[src/rtl/mem_arbiter_if.sv]
// Request/response bundle between the two requesters, the arbiter and the shared memory.
// Signal names and directions are from the arbiter's point of view.
`timescale 1ns/1ps
interface mem_arbiter_if #(
    parameter int unsigned ADDRESS_WIDTH = 32,
    parameter int unsigned DATA_WIDTH    = 32,
    parameter int unsigned CMD_WIDTH     = 2
);
    // fetch port (read-only)
    logic                     i_p0_valid;
    logic [ADDRESS_WIDTH-1:0] i_p0_addr;
    logic                     o_p0_ready;
    logic                     o_p0_res_valid;
    logic [DATA_WIDTH-1:0]    o_p0_data;
    logic                     i_p0_res_ready;

    // data port (read/write)
    logic                     i_p1_valid;
    logic [ADDRESS_WIDTH-1:0] i_p1_addr;
    logic [CMD_WIDTH-1:0]     i_p1_cmd;
    logic [DATA_WIDTH-1:0]    i_p1_data;
    logic                     o_p1_ready;
    logic                     o_p1_res_valid;
    logic [DATA_WIDTH-1:0]    o_p1_data;
    logic                     i_p1_res_ready;

    // memory side
    logic                     o_mem_valid;
    logic [ADDRESS_WIDTH-1:0] o_mem_addr;
    logic [CMD_WIDTH-1:0]     o_mem_cmd;
    logic [DATA_WIDTH-1:0]    o_mem_data;
    logic                     i_mem_ready;
    logic                     i_mem_res_valid;
    logic [DATA_WIDTH-1:0]    i_mem_data;
    logic                     o_mem_res_ready;

    // status
    logic                     o_owner;
    logic                     o_busy;

    modport slave (
        input  i_p0_valid, i_p0_addr, i_p0_res_ready,
        input  i_p1_valid, i_p1_addr, i_p1_cmd, i_p1_data, i_p1_res_ready,
        input  i_mem_ready, i_mem_res_valid, i_mem_data,
        output o_p0_ready, o_p0_res_valid, o_p0_data,
        output o_p1_ready, o_p1_res_valid, o_p1_data,
        output o_mem_valid, o_mem_addr, o_mem_cmd, o_mem_data, o_mem_res_ready,
        output o_owner, o_busy
    );

    modport master (
        output i_p0_valid, i_p0_addr, i_p0_res_ready,
        output i_p1_valid, i_p1_addr, i_p1_cmd, i_p1_data, i_p1_res_ready,
        output i_mem_ready, i_mem_res_valid, i_mem_data,
        input  o_p0_ready, o_p0_res_valid, o_p0_data,
        input  o_p1_ready, o_p1_res_valid, o_p1_data,
        input  o_mem_valid, o_mem_addr, o_mem_cmd, o_mem_data, o_mem_res_ready,
        input  o_owner, o_busy
    );
endinterface

[src/rtl/mem_arbiter.sv]
// Two-port round-robin arbiter in front of a single memory: one transaction in flight,
// response buffered and returned only to the port that issued the request.
`timescale 1ns/1ps
module mem_arbiter #(
    parameter int unsigned          ADDRESS_WIDTH = 32,
    parameter int unsigned          DATA_WIDTH    = 32,
    parameter int unsigned          CMD_WIDTH     = 2,
    parameter logic [CMD_WIDTH-1:0] MEM_CMD_READ  = CMD_WIDTH'(0)
) (
    input  logic          clk,
    input  logic          reset,
    mem_arbiter_if.slave  bus
);

    localparam logic [1:0] S_IDLE  = 2'd0;
    localparam logic [1:0] S_ISSUE = 2'd1;
    localparam logic [1:0] S_WAIT  = 2'd2;
    localparam logic [1:0] S_RESP  = 2'd3;

    typedef struct packed {
        logic [ADDRESS_WIDTH-1:0] addr;
        logic [CMD_WIDTH-1:0]     cmd;
        logic [DATA_WIDTH-1:0]    data;
    } req_t;

    logic [1:0]            state_q, state_d;
    logic                  rr_q, rr_d;
    logic                  owner_q, owner_d;
    req_t                  req_q, req_d;
    logic [DATA_WIDTH-1:0] rdata_q, rdata_d;

    logic any_req_c;
    logic grant_c;
    logic p0_ready_c, p1_ready_c;
    logic p0_res_valid_c, p1_res_valid_c;
    logic mem_valid_c, mem_res_ready_c;
    logic owner_res_ready_c;

    // Port choice: a lone requester wins; on contention the rr pointer decides.
    always_comb begin
        any_req_c = bus.i_p0_valid | bus.i_p1_valid;
        if (bus.i_p0_valid && bus.i_p1_valid) begin
            grant_c = rr_q;
        end else begin
            grant_c = bus.i_p1_valid;
        end
        owner_res_ready_c = owner_q ? bus.i_p1_res_ready : bus.i_p0_res_ready;
    end

    // Next-state and output decode.
    always_comb begin
        state_d         = state_q;
        rr_d            = rr_q;
        owner_d         = owner_q;
        req_d           = req_q;
        rdata_d         = rdata_q;
        p0_ready_c      = 1'b0;
        p1_ready_c      = 1'b0;
        p0_res_valid_c  = 1'b0;
        p1_res_valid_c  = 1'b0;
        mem_valid_c     = 1'b0;
        mem_res_ready_c = 1'b0;

        case (state_q)
            S_IDLE: begin
                // reset gating keeps ready low while reset is held with a valid present
                p0_ready_c = any_req_c & ~grant_c & ~reset;
                p1_ready_c = any_req_c &  grant_c & ~reset;
                if (any_req_c) begin
                    state_d = S_ISSUE;
                    owner_d = grant_c;
                    rr_d    = ~grant_c;
                    if (grant_c) begin
                        req_d = '{addr: bus.i_p1_addr, cmd: bus.i_p1_cmd, data: bus.i_p1_data};
                    end else begin
                        req_d = '{addr: bus.i_p0_addr, cmd: MEM_CMD_READ, data: DATA_WIDTH'(0)};
                    end
                end
            end
            S_ISSUE: begin
                mem_valid_c = 1'b1;
                if (bus.i_mem_ready) begin
                    state_d = S_WAIT;
                end
            end
            S_WAIT: begin
                mem_res_ready_c = 1'b1;
                if (bus.i_mem_res_valid) begin
                    rdata_d = bus.i_mem_data;
                    state_d = S_RESP;
                end
            end
            S_RESP: begin
                p0_res_valid_c = ~owner_q;
                p1_res_valid_c =  owner_q;
                if (owner_res_ready_c) begin
                    state_d = S_IDLE;
                end
            end
            default: begin
                state_d = S_IDLE;
            end
        endcase
    end

    // State and datapath registers.
    always_ff @(posedge clk or posedge reset) begin
        if (reset) begin
            state_q <= S_IDLE;
            rr_q    <= 1'b0;
            owner_q <= 1'b0;
            req_q   <= '0;
            rdata_q <= '0;
        end else begin
            state_q <= state_d;
            rr_q    <= rr_d;
            owner_q <= owner_d;
            req_q   <= req_d;
            rdata_q <= rdata_d;
        end
    end

    assign bus.o_p0_ready      = p0_ready_c;
    assign bus.o_p1_ready      = p1_ready_c;
    assign bus.o_p0_res_valid  = p0_res_valid_c;
    assign bus.o_p1_res_valid  = p1_res_valid_c;
    assign bus.o_p0_data       = rdata_q;
    assign bus.o_p1_data       = rdata_q;
    assign bus.o_mem_valid     = mem_valid_c;
    assign bus.o_mem_addr      = req_q.addr;
    assign bus.o_mem_cmd       = req_q.cmd;
    assign bus.o_mem_data      = req_q.data;
    assign bus.o_mem_res_ready = mem_res_ready_c;
    assign bus.o_owner         = owner_q;
    assign bus.o_busy          = (state_q != S_IDLE);

endmodule

[src/flat_wrapper.sv]
// flat-port wrapper written by rule: the top's interface ports become plain ports
module mem_arbiter_flat 
#(
    parameter int unsigned          ADDRESS_WIDTH = 32,
    parameter int unsigned          DATA_WIDTH    = 32,
    parameter int unsigned          CMD_WIDTH     = 2,
    parameter logic [CMD_WIDTH-1:0] MEM_CMD_READ  = CMD_WIDTH'(0)
)
  (clk, reset, bus_i_p0_valid, bus_i_p0_addr, bus_i_p0_res_ready, bus_i_p1_valid, bus_i_p1_addr, bus_i_p1_cmd, bus_i_p1_data, bus_i_p1_res_ready, bus_i_mem_ready, bus_i_mem_res_valid, bus_i_mem_data, bus_o_p0_ready, bus_o_p0_res_valid, bus_o_p0_data, bus_o_p1_ready, bus_o_p1_res_valid, bus_o_p1_data, bus_o_mem_valid, bus_o_mem_addr, bus_o_mem_cmd, bus_o_mem_data, bus_o_mem_res_ready, bus_o_owner, bus_o_busy);
  mem_arbiter_if #(.ADDRESS_WIDTH(ADDRESS_WIDTH), .DATA_WIDTH(DATA_WIDTH), .CMD_WIDTH(CMD_WIDTH)) bus_i ();
  input  logic clk;
  input  logic reset;
  input wire logic [$bits(bus_i.i_p0_valid)-1:0] bus_i_p0_valid;
  input wire logic [$bits(bus_i.i_p0_addr)-1:0] bus_i_p0_addr;
  input wire logic [$bits(bus_i.i_p0_res_ready)-1:0] bus_i_p0_res_ready;
  input wire logic [$bits(bus_i.i_p1_valid)-1:0] bus_i_p1_valid;
  input wire logic [$bits(bus_i.i_p1_addr)-1:0] bus_i_p1_addr;
  input wire logic [$bits(bus_i.i_p1_cmd)-1:0] bus_i_p1_cmd;
  input wire logic [$bits(bus_i.i_p1_data)-1:0] bus_i_p1_data;
  input wire logic [$bits(bus_i.i_p1_res_ready)-1:0] bus_i_p1_res_ready;
  input wire logic [$bits(bus_i.i_mem_ready)-1:0] bus_i_mem_ready;
  input wire logic [$bits(bus_i.i_mem_res_valid)-1:0] bus_i_mem_res_valid;
  input wire logic [$bits(bus_i.i_mem_data)-1:0] bus_i_mem_data;
  output wire logic [$bits(bus_i.o_p0_ready)-1:0] bus_o_p0_ready;
  output wire logic [$bits(bus_i.o_p0_res_valid)-1:0] bus_o_p0_res_valid;
  output wire logic [$bits(bus_i.o_p0_data)-1:0] bus_o_p0_data;
  output wire logic [$bits(bus_i.o_p1_ready)-1:0] bus_o_p1_ready;
  output wire logic [$bits(bus_i.o_p1_res_valid)-1:0] bus_o_p1_res_valid;
  output wire logic [$bits(bus_i.o_p1_data)-1:0] bus_o_p1_data;
  output wire logic [$bits(bus_i.o_mem_valid)-1:0] bus_o_mem_valid;
  output wire logic [$bits(bus_i.o_mem_addr)-1:0] bus_o_mem_addr;
  output wire logic [$bits(bus_i.o_mem_cmd)-1:0] bus_o_mem_cmd;
  output wire logic [$bits(bus_i.o_mem_data)-1:0] bus_o_mem_data;
  output wire logic [$bits(bus_i.o_mem_res_ready)-1:0] bus_o_mem_res_ready;
  output wire logic [$bits(bus_i.o_owner)-1:0] bus_o_owner;
  output wire logic [$bits(bus_i.o_busy)-1:0] bus_o_busy;
  assign bus_i.i_p0_valid = bus_i_p0_valid;
  assign bus_i.i_p0_addr = bus_i_p0_addr;
  assign bus_i.i_p0_res_ready = bus_i_p0_res_ready;
  assign bus_i.i_p1_valid = bus_i_p1_valid;
  assign bus_i.i_p1_addr = bus_i_p1_addr;
  assign bus_i.i_p1_cmd = bus_i_p1_cmd;
  assign bus_i.i_p1_data = bus_i_p1_data;
  assign bus_i.i_p1_res_ready = bus_i_p1_res_ready;
  assign bus_i.i_mem_ready = bus_i_mem_ready;
  assign bus_i.i_mem_res_valid = bus_i_mem_res_valid;
  assign bus_i.i_mem_data = bus_i_mem_data;
  assign bus_o_p0_ready = bus_i.o_p0_ready;
  assign bus_o_p0_res_valid = bus_i.o_p0_res_valid;
  assign bus_o_p0_data = bus_i.o_p0_data;
  assign bus_o_p1_ready = bus_i.o_p1_ready;
  assign bus_o_p1_res_valid = bus_i.o_p1_res_valid;
  assign bus_o_p1_data = bus_i.o_p1_data;
  assign bus_o_mem_valid = bus_i.o_mem_valid;
  assign bus_o_mem_addr = bus_i.o_mem_addr;
  assign bus_o_mem_cmd = bus_i.o_mem_cmd;
  assign bus_o_mem_data = bus_i.o_mem_data;
  assign bus_o_mem_res_ready = bus_i.o_mem_res_ready;
  assign bus_o_owner = bus_i.o_owner;
  assign bus_o_busy = bus_i.o_busy;
  mem_arbiter #(.ADDRESS_WIDTH(ADDRESS_WIDTH), .DATA_WIDTH(DATA_WIDTH), .CMD_WIDTH(CMD_WIDTH), .MEM_CMD_READ(MEM_CMD_READ)) u_core (.clk(clk), .reset(reset), .bus(bus_i));
endmodule
[config.mk]
export PLATFORM = sky130hd
export DESIGN_NAME = mem_arbiter_flat
export DESIGN_NICKNAME = d
export VERILOG_FILES = /design/src/rtl/mem_arbiter_if.sv /design/src/rtl/mem_arbiter.sv /design/src/flat_wrapper.sv
export SDC_FILE = /design/constraint.sdc
export NUM_CORES = 1
export LEC_CHECK = 0
export ABC_AREA = 1
export BUFFER_PORTS_ARGS = -buffer_cell sky130_fd_sc_hd__buf_2
export CAP_MARGIN = 30
export CELL_PAD_IN_SITES_DETAIL_PLACEMENT = 1
export CELL_PAD_IN_SITES_GLOBAL_PLACEMENT = 2
export CORE_AREA = 2 2 164 134
export DETAILED_ROUTE_END_ITERATION = 10
export DIE_AREA = 0 0 166 136
export GPL_ROUTABILITY_DRIVEN = 0
export GPL_TIMING_DRIVEN = 0
export PLACE_DENSITY = 0.86
export SETUP_SLACK_MARGIN = 0.4
export SLEW_MARGIN = 0
export SYNTH_ARGS = -nofsm -noshare
export SYNTH_HDL_FRONTEND = slang
export SYNTH_SLANG_ARGS = --single-unit
[constraint.sdc]
create_clock -name clk -period 4.4 [get_ports clk]
set_clock_uncertainty 0.15 [all_clocks]
set_input_delay 0.44 -clock clk [delete_from_list [all_inputs] [get_ports clk]]
set_output_delay 0.44 -clock clk [all_outputs]
set_load 0.01 [all_outputs]
== After elaboration in Yosys (flattened, before gate mapping) ==
Index checks and enable logic that the tools add are counted.

* Bitwise gates (word level): 8
* Mux-type cells: 14
* Equal/unequal tests: 7
* Reduce and logical (&&, ||, !) cells: 6

{| class="wikitable"
|+ Operators by type and width
! cell !! number
|-
| 2-to-1 mux 66 bit || 1
|-
| 2-to-1 mux 1 bit || 8
|-
| 2-to-1 mux 2 bit || 4
|-
| one-hot mux 2 bit (4 select lines) || 1
|-
| bitwise AND 1 bit || 4
|-
| equality test 2 bit (second input constant) || 2
|-
| inequality test 2 x 1 -> 1 bit (second input constant) || 2
|-
| inequality test 2 bit (second input constant) || 2
|-
| AND reduction 2 bit || 2
|-
| AND reduction 4 bit || 1
|-
| NOT 1 bit || 3
|-
| equality test 2 x 1 -> 1 bit (second input constant) || 1
|-
| zero test 2 bit || 1
|-
| nonzero test 2 bit || 1
|-
| logical AND 1 bit || 1
|-
| bitwise OR 1 bit || 1
|}

* Word-level logic and storage cells: 42
* Flip-flop bits (word level): 102

== Depth between registers and ports, before layout ==
* Word-level depth: 6
* Mapped depth: 9

== Worst setup path before layout ==
Ideal clock, no wire load.

* Path type: reg-to-output
* Start: register u_core.state_q[0]
* End: output port bus_o_p0_ready
* Arrival time: 1368 ps
* Path slack: 2442 ps
* Stages on the path, launching flop included: 8
* Buffers on the path: 1
* Cell sequence: dfrtp_1 inv_1 ha_1 inv_2 nor2_4 inv_2 buf_2 nor3_1

* Longest elaborated chain between the ends: 2

{| class="wikitable"
|+ Ends and longest elaborated chain
! what !! line !! text
|-
| start, declared || mem_arbiter.sv:26 || <nowiki>logic [1:0] state_q, state_d;</nowiki>
|-
| start signal, assigned || mem_arbiter.sv:115 || <nowiki>state_q <= state_d;</nowiki>
|-
| zero test 2 bit || mem_arbiter.sv:64 || <nowiki>case (state_q)</nowiki>
|-
| 2-to-1 mux 1 bit || mem_arbiter.sv:64 ||
|-
| end, declared || flat_wrapper.sv:24 || <nowiki>output wire logic [$bits(bus_i.o_p0_ready)-1:0] bus_o_p0_ready;</nowiki>
|}

Every way passes these cells.

== Worst setup path after layout ==
* Start: register u_core.state_q[1]
* End: output port bus_o_p0_ready

The elaborated chain is that of the path after synthesis.

==> results.md <==
* Status: finished, final reports clean
* GRT Util Overall at 0.143
* Sink Count at 102
* Max Fclk at slightly below 400 MHz
* Required time worst endpoint at approximately 3.8 ns
* CORE AREA at roughly 21000 um2
* Hold Crit Class: in -> async
* Crit end category: primary output
* CTS tree: built
* Post_cts resized at 0
* Crit-path cells: inv_1 > ha_1 > inv_2 > nor2_4 > inv_2 > buf_2 > nor3_1 > buf_2
* Count of yosys warnings during synthesis at 0
* Final WL at 16200 um
* Relative slew slack at 0.530
* DR vias/cell at between 4 and 5
* Final hold vios at 0
* Max Cap Viol at 0
* Worst IR drop on VDD at 0.268 mV
* TritonRoute pass-1 iters at 4
* Crit Path Category: reg -> out
* Syn Inst Count at 559
* Area after DPL at 6520 um2
* Largest net degree at the start of global routing at 54
* # IOs at between 200 and 300
* Maximum clock path buffer count at 2
* Commonest non-fill, non-tap cell in the layout: buf_2
* CP max-delay cell: dfrtp_1
* Post-CTS Setup Inserts at 0
* Register area share after synthesis at 0.536
* P per Cell Area at 693 nW/um2
* Post-DP HPWL at 12600 um
* Initial core utilization at 0.226
* Overall die width at about 170 um
* Post-Synthesis Net Count at 701
* Synth Register Bits at a little over 100
* Vias post-DR at about 4500
* Worst-margin pin slew at 0.704 ns
* Share of cells above drive strength 1 at 0.450
* Max-slew violations at 0
* Arr. time, crit path at about 2.0 ns
* Antenna violations before repair at 1
* Routed wire length per instance at 14.4 um
* CTS buffer count at 9
* Nets at 988
* Post-route cell area at ~7000 um2
* Final ANT Viol Nets at 0
* Most frequent cells in the layout: buf_2, nand2_1, dfrtp_1
* First-pass GRT wire length at 25400 um
* Die area at between 20000 and 25000 um2
* DRT iter0 DRCs at 149
* Mapped cell area at 4770 um2
* Final setup fails at 0
* Total global routing overflow at 0
* Worst path bufs/invs at 5
* Maximum level of the CTS H-tree at 3
* Worst-path fanout max at 10
* Startpoint type of the worst setup path: register
* Die height at 136 um
* Layout Area Growth over Synthesis at 43.2%
* Sum Neg Setup Slack at 0 ns
* Worst-Skew Late Latency at ~0.34 ns
* RSZ-0062 raised after global routing: false
* Ant diodes at 0
* Tcrit/Tclk final at 0.586
* CTS clock-pin slew for the worst setup and hold paths at 0.07 ns
* Min Clock Period, post-route at 2.58 ns
* Port bufs at 275
* Residual DRC count at 0
* Delay-heaviest family, CP: buffers and inverters
* Delay of the slowest critical-path stage at 0.42 ns
* Hold Buf Count CTS at 0
* Syn_area_per_cell at 8.53 um2
* Number of global-route vias before repair at 4640
* Num rows at 48
* Leak Pwr at roughly 0.0041 uW
* Netlist cell types at 18
* CTS root buffer: clkbuf_16
[where the power goes]
group / switching (uW) / internal, uW / total (uW)
Combinational: 1200 / 1030 / 2230
Sequential: 285 / 1380 / 1660
Clock: 366 / 475 / 842
Total: 1850 / 2880 / 4730
[per-stage QoR]
step | hold WS (ns) | worst slack (ns) | cells | utilization | power [uW]
floorplan | 0.341 | 1.13 | 559 | - | 2950
global route | 0.123 | 1.57 | 1126 | 0.324 | 5120
detailed placement | 0.311 | 2.14 | 1110 | 0.309 | 3970
finish | 0.0963 | 1.82 | 1126 | 0.324 | 4730
global placement | 0.307 | -0.607 | 1109 | 0.308 | 3900
CTS | 0.112 | 1.74 | 1126 | 0.324 | 4850
[cell usage after synthesis, drive strengths merged]
cell / instances / share of area
a21oi: 2 / 0.0021
buf: 54 / 0.075
dfrtp: 102 / 0.54
ha: 4 / 0.011
inv: 78 / 0.061
mux2: 32 / 0.076
nand2: 240 / 0.19
nand3: 37 / 0.039
nor2: 6 / 0.0068
nor3: 1 / 0.0010
o21ai: 2 / 0.0029
or2: 1 / 0.0013
[cell type report]
| cell class | count | area (um2) |
|---|---|---|
| Tap cell | 275 | 344 |
| Sequential cell | 102 | 2550 |
| Clock buffer | 12 | 256 |
| Buffer | 54 | 357 |
| Inverter | 78 | 295 |
| Fill cell | 2646 | 14300 |
| Multi-Input combinational cell | 325 | 1560 |
| Timing Repair Buffer | 276 | 1400 |
| Clock inverter | 4 | 53.8 |
[cell families (layout without fill, tap and decap cells)]
logic type                 count (synthesis)  in the layout  share of synthesized area
DFF                                      102            102                      0.536
muxes                                     32             32                     0.0756
AOI/OAI and AO/OA                          4              4                    0.00499
and+or+nand+nor                          285            285                      0.237
adders and majority gates                  4              4                     0.0105
buffers and inverters                    132            424                      0.136
[sequential cells by signal (all words and copies together), names as in the netlist]
signal	cells
u_core.bus.o_mem_data	32
u_core.bus.o_p0_data	32
u_core.rr_q	1
u_core.bus.o_owner	1
u_core.state_q	2
u_core.bus.o_mem_addr	32
u_core.bus.o_mem_cmd	2
[routing by layer]
| layer | up-vias | wire [um] | GRT usage | share of wire |
|---|---|---|---|---|
| li1 | 2214 | - | - | - |
| met1 | 2114 | 7300 | 0.186 | 0.45 |
| met2 | 172 | 7500 | 0.235 | 0.46 |
| met3 | 13 | 1220 | 0.0445 | 0.075 |
| met4 | 2 | 158 | 0.0309 | 0.0098 |
| met5 | - | 7 | 0 | 0.00043 |
[path summary, 6_finish.rpt]
kind / start / end / slack (ns) / cells after the start
worst min register to register: u_core.bus.o_mem_data[31] / u_core.bus.o_mem_data[31] / 0.33 / 2
max in group asynchronous: reset / u_core.bus.o_p0_data[2] / 3.30 / 3
min in group clk: bus_i_p1_data[3] / u_core.bus.o_mem_data[3] / 0.13 / 3
worst min-delay path: reset / u_core.bus.o_mem_addr[27] / 0.1 / 2
worst max-delay path: u_core.state_q[1] / bus_o_p0_ready / 1.82 / 8
worst max register to register: u_core.state_q[1] / u_core.bus.o_mem_addr[19] / 2.39 / 7
Note: power is estimated with default switching activity, not from simulation.
